===== src/rtl/usb_regs_pkg.sv =====
// Shared constants for the USB lock-loss monitor register block:
// register map offsets, ID word layout, per-channel stride and STATUS bits.
package usb_regs_pkg;

  localparam logic [11:0] ADDR_ID          = 12'h000;
  localparam logic [11:0] ADDR_IRQ_SUMMARY = 12'h004;

  // Per-channel register blocks start at CH_BASE and repeat every CH_STRIDE
  // bytes, so the channel index sits in offset bits [7:4].
  localparam logic [11:0] CH_BASE   = 12'h100;
  localparam logic [11:0] CH_STRIDE = 12'h010;

  localparam logic [3:0] OFF_STATUS   = 4'h0;
  localparam logic [3:0] OFF_LOSS_CNT = 4'h4;
  localparam logic [3:0] OFF_IRQ_EN   = 4'h8;

  localparam logic [15:0] ID_MAGIC   = 16'h5542;
  localparam logic [7:0]  ID_VERSION = 8'h02;

  localparam int STATUS_LSYNC_BIT  = 0;
  localparam int STATUS_STICKY_BIT = 1;

  typedef enum logic [1:0] {
    REG_NONE     = 2'd0,
    REG_STATUS   = 2'd1,
    REG_LOSS_CNT = 2'd2,
    REG_IRQ_EN   = 2'd3
  } ch_reg_e;

  // ID register contents for a given channel count.
  function automatic logic [31:0] id_word(input logic [7:0] num_ch);
    return {ID_MAGIC, ID_VERSION, num_ch};
  endfunction

  // Map the low nibble of a channel-block offset onto a register kind.
  function automatic ch_reg_e decode_ch_reg(input logic [3:0] sub);
    ch_reg_e kind;
    case (sub)
      OFF_STATUS:   kind = REG_STATUS;
      OFF_LOSS_CNT: kind = REG_LOSS_CNT;
      OFF_IRQ_EN:   kind = REG_IRQ_EN;
      default:      kind = REG_NONE;
    endcase
    return kind;
  endfunction

endpackage


===== src/rtl/usb_lock_mon_regs_if.sv =====
// APB-style register bus bundle for the lock monitor.
interface usb_lock_mon_regs_if;
  logic        psel;
  logic        penable;
  logic        pwrite;
  logic [39:0] paddr;
  logic [31:0] pwdata;
  logic [31:0] prdata;

  modport master (output psel, penable, pwrite, paddr, pwdata, input prdata);
  modport slave  (input psel, penable, pwrite, paddr, pwdata, output prdata);
endinterface


===== src/rtl/usb_lock_mon.sv =====
// One lock channel: synchroniser, falling-edge (loss) detect, sticky flag
// and saturating loss counter.
module usb_lock_mon #(
  parameter int CNT_W       = 16,
  parameter int SYNC_STAGES = 2
) (
  input  logic             clk,
  input  logic             reset,
  input  logic             i_locked,
  input  logic             i_clr_sticky,
  input  logic             i_clr_cnt,
  output logic             o_lsync,
  output logic             o_sticky,
  output logic [CNT_W-1:0] o_cnt
);

  localparam logic [CNT_W-1:0] CNT_ONE = {{(CNT_W-1){1'b0}}, 1'b1};

  logic [SYNC_STAGES-1:0] r_sync;
  logic                   r_lprev;
  logic                   r_sticky;
  logic [CNT_W-1:0]       r_cnt;
  logic                   w_lsync;
  logic                   w_event;
  logic                   w_cnt_sat;

  assign w_lsync   = r_sync[SYNC_STAGES-1];
  // Reset clears lprev, so no event can fire until a high level has been seen.
  assign w_event   = r_lprev & ~w_lsync;
  assign w_cnt_sat = &r_cnt;

  // Shift the asynchronous lock level through the synchroniser chain.
  always_ff @(posedge clk) begin
    if (reset) begin
      r_sync <= {SYNC_STAGES{1'b0}};
    end else begin
      r_sync <= {r_sync[SYNC_STAGES-2:0], i_locked};
    end
  end

  // Remember the previous synchronised level for edge detection.
  always_ff @(posedge clk) begin
    if (reset) begin
      r_lprev <= 1'b0;
    end else begin
      r_lprev <= w_lsync;
    end
  end

  // Sticky loss flag; a new loss wins over a simultaneous clear.
  always_ff @(posedge clk) begin
    if (reset) begin
      r_sticky <= 1'b0;
    end else if (w_event) begin
      r_sticky <= 1'b1;
    end else if (i_clr_sticky) begin
      r_sticky <= 1'b0;
    end else begin
      r_sticky <= r_sticky;
    end
  end

  // Saturating loss counter; a loss coinciding with a clear counts as one.
  always_ff @(posedge clk) begin
    if (reset) begin
      r_cnt <= {CNT_W{1'b0}};
    end else if (w_event) begin
      if (i_clr_cnt) begin
        r_cnt <= CNT_ONE;
      end else if (w_cnt_sat) begin
        r_cnt <= r_cnt;
      end else begin
        r_cnt <= r_cnt + CNT_ONE;
      end
    end else if (i_clr_cnt) begin
      r_cnt <= {CNT_W{1'b0}};
    end else begin
      r_cnt <= r_cnt;
    end
  end

  assign o_lsync  = w_lsync;
  assign o_sticky = r_sticky;
  assign o_cnt    = r_cnt;

endmodule


===== src/rtl/usb_lock_mon_regs.sv =====
// Lock-loss monitor register block: NUM_CH channel monitors behind an
// APB-style register map with a registered level interrupt.
module usb_lock_mon_regs
  import usb_regs_pkg::*;
#(
  parameter int NUM_CH      = 4,
  parameter int CNT_W       = 16,
  parameter int SYNC_STAGES = 2
) (
  input  logic                clk,
  input  logic                reset,
  usb_lock_mon_regs_if.slave  apb,
  input  logic [NUM_CH-1:0]   locked,
  output logic                irq
);

  logic [11:0]       w_off;
  logic              w_wr;
  logic              w_in_ch;
  logic [3:0]        w_ch_idx;
  ch_reg_e           w_reg;
  logic [NUM_CH-1:0] w_ch_sel;
  logic [NUM_CH-1:0] w_clr_sticky;
  logic [NUM_CH-1:0] w_clr_cnt;
  logic [NUM_CH-1:0] w_en_wr;
  logic [NUM_CH-1:0] w_lsync;
  logic [NUM_CH-1:0] w_sticky;
  logic [CNT_W-1:0]  w_cnt [NUM_CH];
  logic [NUM_CH-1:0] r_irq_en;
  logic              r_irq;
  logic [31:0]       w_irq_sum;
  logic              w_sel_lsync;
  logic              w_sel_sticky;
  logic              w_sel_en;
  logic [CNT_W-1:0]  w_sel_cnt;
  logic [31:0]       w_rdata;
  logic              w_unused;

  assign w_off    = {apb.paddr[11:2], 2'b00};
  assign w_wr     = apb.psel & apb.penable & apb.pwrite;
  assign w_in_ch  = (w_off[11:8] == CH_BASE[11:8]);
  assign w_ch_idx = w_off[7:4];
  assign w_reg    = w_in_ch ? decode_ch_reg(w_off[3:0]) : REG_NONE;
  assign w_unused = ^{apb.paddr[39:12], apb.paddr[1:0], apb.pwdata[31:2]};

  genvar g;
  generate
    for (g = 0; g < NUM_CH; g++) begin : g_ch
      // Channels at or beyond NUM_CH never match, so they read 0 and ignore writes.
      assign w_ch_sel[g]     = w_in_ch && (w_ch_idx == 4'(g));
      assign w_clr_sticky[g] = w_wr && w_ch_sel[g] && (w_reg == REG_STATUS)
                               && apb.pwdata[STATUS_STICKY_BIT];
      assign w_clr_cnt[g]    = w_wr && w_ch_sel[g] && (w_reg == REG_LOSS_CNT);
      assign w_en_wr[g]      = w_wr && w_ch_sel[g] && (w_reg == REG_IRQ_EN);

      usb_lock_mon #(
        .CNT_W       (CNT_W),
        .SYNC_STAGES (SYNC_STAGES)
      ) u_mon (
        .clk          (clk),
        .reset        (reset),
        .i_locked     (locked[g]),
        .i_clr_sticky (w_clr_sticky[g]),
        .i_clr_cnt    (w_clr_cnt[g]),
        .o_lsync      (w_lsync[g]),
        .o_sticky     (w_sticky[g]),
        .o_cnt        (w_cnt[g])
      );
    end
  endgenerate

  // Per-channel interrupt enables, written through IRQ_EN bit 0.
  always_ff @(posedge clk) begin
    if (reset) begin
      r_irq_en <= {NUM_CH{1'b0}};
    end else begin
      r_irq_en <= (r_irq_en & ~w_en_wr) | (w_en_wr & {NUM_CH{apb.pwdata[0]}});
    end
  end

  // Level interrupt, registered from the enabled sticky flags.
  always_ff @(posedge clk) begin
    if (reset) begin
      r_irq <= 1'b0;
    end else begin
      r_irq <= |(w_sticky & r_irq_en);
    end
  end

  // Read mux: pick the addressed channel by OR-ing one-hot selects, then format.
  always_comb begin
    w_irq_sum    = 32'h0;
    w_sel_lsync  = 1'b0;
    w_sel_sticky = 1'b0;
    w_sel_en     = 1'b0;
    w_sel_cnt    = {CNT_W{1'b0}};
    for (int i = 0; i < NUM_CH; i++) begin
      w_irq_sum[i] = w_sticky[i] & r_irq_en[i];
      w_sel_lsync  = w_sel_lsync  | (w_ch_sel[i] & w_lsync[i]);
      w_sel_sticky = w_sel_sticky | (w_ch_sel[i] & w_sticky[i]);
      w_sel_en     = w_sel_en     | (w_ch_sel[i] & r_irq_en[i]);
      w_sel_cnt    = w_sel_cnt    | ({CNT_W{w_ch_sel[i]}} & w_cnt[i]);
    end
    w_rdata = 32'h0;
    if (w_off == ADDR_ID) begin
      w_rdata = id_word(8'(NUM_CH));
    end else if (w_off == ADDR_IRQ_SUMMARY) begin
      w_rdata = w_irq_sum;
    end else if (|w_ch_sel) begin
      case (w_reg)
        REG_STATUS:   w_rdata = {30'h0, w_sel_sticky, w_sel_lsync};
        REG_LOSS_CNT: w_rdata = {{(32-CNT_W){1'b0}}, w_sel_cnt};
        REG_IRQ_EN:   w_rdata = {31'h0, w_sel_en};
        default:      w_rdata = 32'h0;
      endcase
    end else begin
      w_rdata = 32'h0;
    end
  end

  assign apb.prdata = w_rdata;
  assign irq        = r_irq;

endmodule

===== src/flat_wrapper.sv =====
// flat-port wrapper written by rule: the top's interface ports become plain ports
module usb_lock_mon_regs_flat import usb_regs_pkg::*;
#(
  parameter int NUM_CH      = 4,
  parameter int CNT_W       = 16,
  parameter int SYNC_STAGES = 2
)
  (clk, reset, locked, irq, apb_psel, apb_penable, apb_pwrite, apb_paddr, apb_pwdata, apb_prdata);
  usb_lock_mon_regs_if apb_i ();
  input  logic clk;
  input  logic reset;
  input  logic [NUM_CH-1:0] locked;
  output logic irq;
  input wire logic [$bits(apb_i.psel)-1:0] apb_psel;
  input wire logic [$bits(apb_i.penable)-1:0] apb_penable;
  input wire logic [$bits(apb_i.pwrite)-1:0] apb_pwrite;
  input wire logic [$bits(apb_i.paddr)-1:0] apb_paddr;
  input wire logic [$bits(apb_i.pwdata)-1:0] apb_pwdata;
  output wire logic [$bits(apb_i.prdata)-1:0] apb_prdata;
  assign apb_i.psel = apb_psel;
  assign apb_i.penable = apb_penable;
  assign apb_i.pwrite = apb_pwrite;
  assign apb_i.paddr = apb_paddr;
  assign apb_i.pwdata = apb_pwdata;
  assign apb_prdata = apb_i.prdata;
  usb_lock_mon_regs #(.NUM_CH(NUM_CH), .CNT_W(CNT_W), .SYNC_STAGES(SYNC_STAGES)) u_core (.clk(clk), .reset(reset), .apb(apb_i), .locked(locked), .irq(irq));
endmodule

===== config.mk =====
export PLATFORM = sky130hd
export DESIGN_NAME = usb_lock_mon_regs_flat
export DESIGN_NICKNAME = d
export VERILOG_FILES = /design/src/rtl/usb_regs_pkg.sv /design/src/rtl/usb_lock_mon_regs_if.sv /design/src/rtl/usb_lock_mon.sv /design/src/rtl/usb_lock_mon_regs.sv /design/src/flat_wrapper.sv
export SDC_FILE = /design/constraint.sdc
export NUM_CORES = 1
export LEC_CHECK = 0
export BUFFER_PORTS_ARGS = -buffer_cell sky130_fd_sc_hd__buf_4
export CAP_MARGIN = 40
export CORE_MARGIN = 1
export CORE_UTILIZATION = 36
export DETAILED_ROUTE_END_ITERATION = 8
export PLACE_DENSITY = 0.6
export SLEW_MARGIN = 0
export SYNTH_ARGS = -nofsm -noshare
export SYNTH_HDL_FRONTEND = slang
export SYNTH_SLANG_ARGS = --single-unit

===== constraint.sdc =====
create_clock -name clk -period 1.76 [get_ports clk]
set_clock_uncertainty 0.05 [all_clocks]
set_input_delay 0.176 -clock clk [delete_from_list [all_inputs] [get_ports clk]]
set_output_delay 0.176 -clock clk [all_outputs]
set_load 0.03 [all_outputs]

==> results.cfg <==
[floorplanning]
die_w_microns = 122
core_region_area_sq_mm = 0.0139
standard_cell_rows = 43
io_pins = 114
initial_core_util = 0.370
die_area_sq_mm = 0.0148
die_extent_in_y_microns = 122

[critical_path]
worst_flop_to_flop_path_endpoint = u_core.g_ch[1].u_mon.o_cnt[13]$_SDFFE_PP0P_
cp_max_fo = 3
regToRegSetupSlack_ps = -180
arrival_time_at_the_worst_endpoint_ps = 2170
ff2ff_path_depth = 5
r2r-start = u_core.g_ch[1].u_mon.o_cnt[1]$_SDFFE_PP0P_
critical_path_required_ps = 1990
crit_path_capture_type = flip-flop
worst-setup-path-type = reg2reg
start_kind = flip-flop

[pwr]
vdd_ir_drop_max_uv = 538
power_report.internal_total_uw = 3460
p_leak_uw = 0.00308
combinational_power_share = 0.093
power_uw = 4490
swShare = 0.230
clock_power_share = 0.473
powerDensity_mw_per_mm2 = 551
total_switching_power_uw = 1030
pwr-share-seq = 0.434

[hold_path]
min-delay-start = apb_pwdata[0]
holdPathStages = 3
min_path_type = in2reg

[placed_design]
port-buffer-count = 43
place_hpwl_mm = 12.7
place_worst_setup_slack_ps = -230
place_inst = 940
placed_cell_area_sq_mm = 0.00685
routabilityCongestion = 0.998

[cts]
sink_count = 85
numCtsBuffers = 9
clock_tree_root_buffer_cell = clkbuf_16
cts_tree = built
worst_skew_pair.late_latency_ps = 350
h_tree_level_count = 3
clkTransAtPathRegs_ps = 60
cts.path.max_buffers = 2

[sta]
remaining_max_slew_budget_at_the_tightest_pin = 0.659
finalMaxSlewViolations = 0
postLayoutSetupSlackWorst_ps = -182
layout_min_cycle_time_ps = 1940
max_clock_freq_mhz = 515
layout_worst_path_cycle_share = 1.10
timing_hold_violations_final = 0
finalSetupViolations = 24
grt_setup_unrepaired = yes
tightestPinTransition_ps = 506

[route]
drc = 0
finalWirelength_mm = 18.1
detail_route.vias_per_cell = 5.93
dr_total_vias = 5908
antenna_violating_nets_post_route = 0
detail_route.iter0.violations = 501
drtPass1Iterations = 6
detail_route.wl_per_cell_microns = 18.2

[global_routing]
global_route_wire_length_before_repair_mm = 28.1
grt_pass1_vias = 5697
number_of_antenna_violations_at_the_first_check_in_global_routing = 0
grt_use_total = 0.244
globalRouteOverflowTotal = 0
grt_start_max_net_pins = 20

[job]
cap_violations = 0

[layout]
area_delta_synth_final_pct = 57.9
antenna_cells = 0
net_total_in_the_final_layout = 899
post_route_cells_drive_above_1_share = 0.468
n_fill_cell = 1173
final_cell_area_sq_mm = 0.00814
final_cells = 996

[logic_synthesis]
number_of_enable_flip_flop_cells_after_synthesis = 0
synthesis_warnings = 0
syn_inst = 612
synth_async_sr_flop_share = 0
ys_dominant_reg_cell = dfxtp_1
part_of_the_yosys_area_used_for_sequential_elements = 0.330
synth_seq_cells = 85
synth_area_per_cell_sq_um = 8.42
synth_top_area_share = 0.330
syn_area_sq_mm = 0.00515
synthTopCellsByArea = dfxtp_1 (33%), a21oi_1 (6.4%), o31ai_1 (4.5%)
synth_area_leader_cell = dfxtp_1
synth_cell_type_count = 64

[status]
violations_in_the_final_reports = setup timing
run_status = finished, violations left
==> metal layers <==
layer / wire (microns) / up-vias / GRT usage
met5: 0 / - / 0
met2: 9110 / 211 / 0.431
met1: 7520 / 2891 / 0.287
met3: 978 / 41 / 0.0492
met4: 522 / 0 / 0.0965
li1: - / 2765 / -
==> synth_stat cells (3+ instances only) <==
library cell  instances
dfxtp_1              85
a21oi_1              66
nand2_1              42
nand3_1              32
o31ai_1              31
or3_1                29
nand4_1              28
o21ai_0              28
or4_1                27
inv_1                21
buf_4                18
clkbuf_1             18
nor2b_1              16
nor2_1               13
nor4_1               13
a22oi_1              12
and4_1                8
buf_2                 8
mux2i_1               8
a31oi_1               7
and3_1                7
ha_1                  7
mux2_2                7
nor3_1                7
nand2b_1              6
o211ai_1              5
mux4_2                4
o41ai_1               4
a32oi_1               3
a41oi_1               3
and2_1                3
nand3b_1              3
o311ai_0              3
or4_4                 3
==> kinds of logic after synthesis <==
| logic type | synth area share |
|---|---|
| flip-flops | 0.330 |
| buffers and inverters | 0.0631 |
| other | 0.000727 |
| adder cells (fa/ha/maj) | 0.0170 |
| AO/OA/AOI/OAI | 0.226 |
| AND/OR/NAND/NOR | 0.305 |
| multiplexers | 0.0585 |
==> power by group through the flow <==
stage	clock, uW	sequential, uW	combinational (uW)
final	2120	1950	415
after floorplan	0	1990	198
after global routing	2240	1950	439
after CTS	2160	1950	393
after global placement	0	2000	345
after detailed placement	0	2000	352
==> worst max-delay path, stage by stage, from the launching register on <==
cell	delay, ps
dfxtp_4	380
buf_6	110
nand4b_4	110
or4_4	560
or4_4	510
a21oi_2	150
==> flip-flops by register name, summed over array words and instances (netlist names), named ones only <==
signal,count
u_core.irq,1
u_core.g_ch.u_mon.r_lprev,4
u_core.g_ch.u_mon.o_cnt,64
u_core.g_ch.u_mon.o_sticky,4
u_core.g_ch.u_mon.r_sync,8
==> final cells by class <==
type / instances / area, sq um / share of cell area
multi-input combinational: 471 / 3780 / 0.465
timing repair buffer: 223 / 1980 / 0.243
clock buffer: 13 / 260 / 0.0320
tap: 180 / 225 / 0.0277
clock inverter: 3 / 67.6 / 0.00830
inverter: 21 / 83.8 / 0.0103
sequential: 85 / 1740 / 0.213
==> how the worst max path moves through the flow <==
| stage | to | cells past startpoint | slack [ps] | start |
|---|---|---|---|---|
| global route | u_core.g_ch[1].u_mon.o_cnt[13]$_SDFFE_PP0P_ | 5 | -220 | u_core.g_ch[1].u_mon.o_cnt[1]$_SDFFE_PP0P_ |
| CTS | apb_prdata[0] | 6 | -250 | u_core.g_ch[2].u_mon.o_cnt[0]$_SDFFE_PP0P_ |
| global placement | apb_prdata[4] | 8 | -240 | apb_paddr[9] |
| detailed placement | apb_prdata[4] | 7 | -230 | apb_paddr[5] |
| floorplan | u_core.g_ch[1].u_mon.o_cnt[13]$_SDFFE_PP0P_ | 4 | -30 | u_core.g_ch[1].u_mon.r_sync[1]$_SDFF_PP0_ |
| finish | u_core.g_ch[1].u_mon.o_cnt[13]$_SDFFE_PP0P_ | 5 | -180 | u_core.g_ch[1].u_mon.o_cnt[1]$_SDFFE_PP0P_ |
==> through the flow <==
step | hold WS [ps] | util | setup TNS [ps]
after floorplan | 254 | - | -35.0
after global placement | 337 | 0.491 | -9440
after detailed placement | 345 | 0.491 | -10250
after CTS | 106 | 0.561 | -2790
after global routing | 134 | 0.584 | -3750
final | 103 | 0.584 | -2850
==> placed cells by master (no fill, tap or decap), types with 16 or more instances in the layout <==
master	count
o31ai_1	30
buf_4	164
buf_6	43
nor2b_1	16
or4_1	18
nand2_1	30
o21ai_0	25
nand4_1	28
inv_1	19
dfxtp_1	65
nand3_1	24
or3_1	25
a21oi_1	46
dfxtp_2	16
==> repair_timing <==
item / 4_1_cts / 5_1_grt
cloned: 3 / 1
gates resized for setup: 102 / 63
hold buffers: 4 / 0
endpoints found under the setup margin: 30 / 60
endpoints found under the hold margin: 4 / 0
buffers inserted: 24 / 12
pin swaps: 32 / 41
No activity file was read; power rests on OpenSTA's default activity.
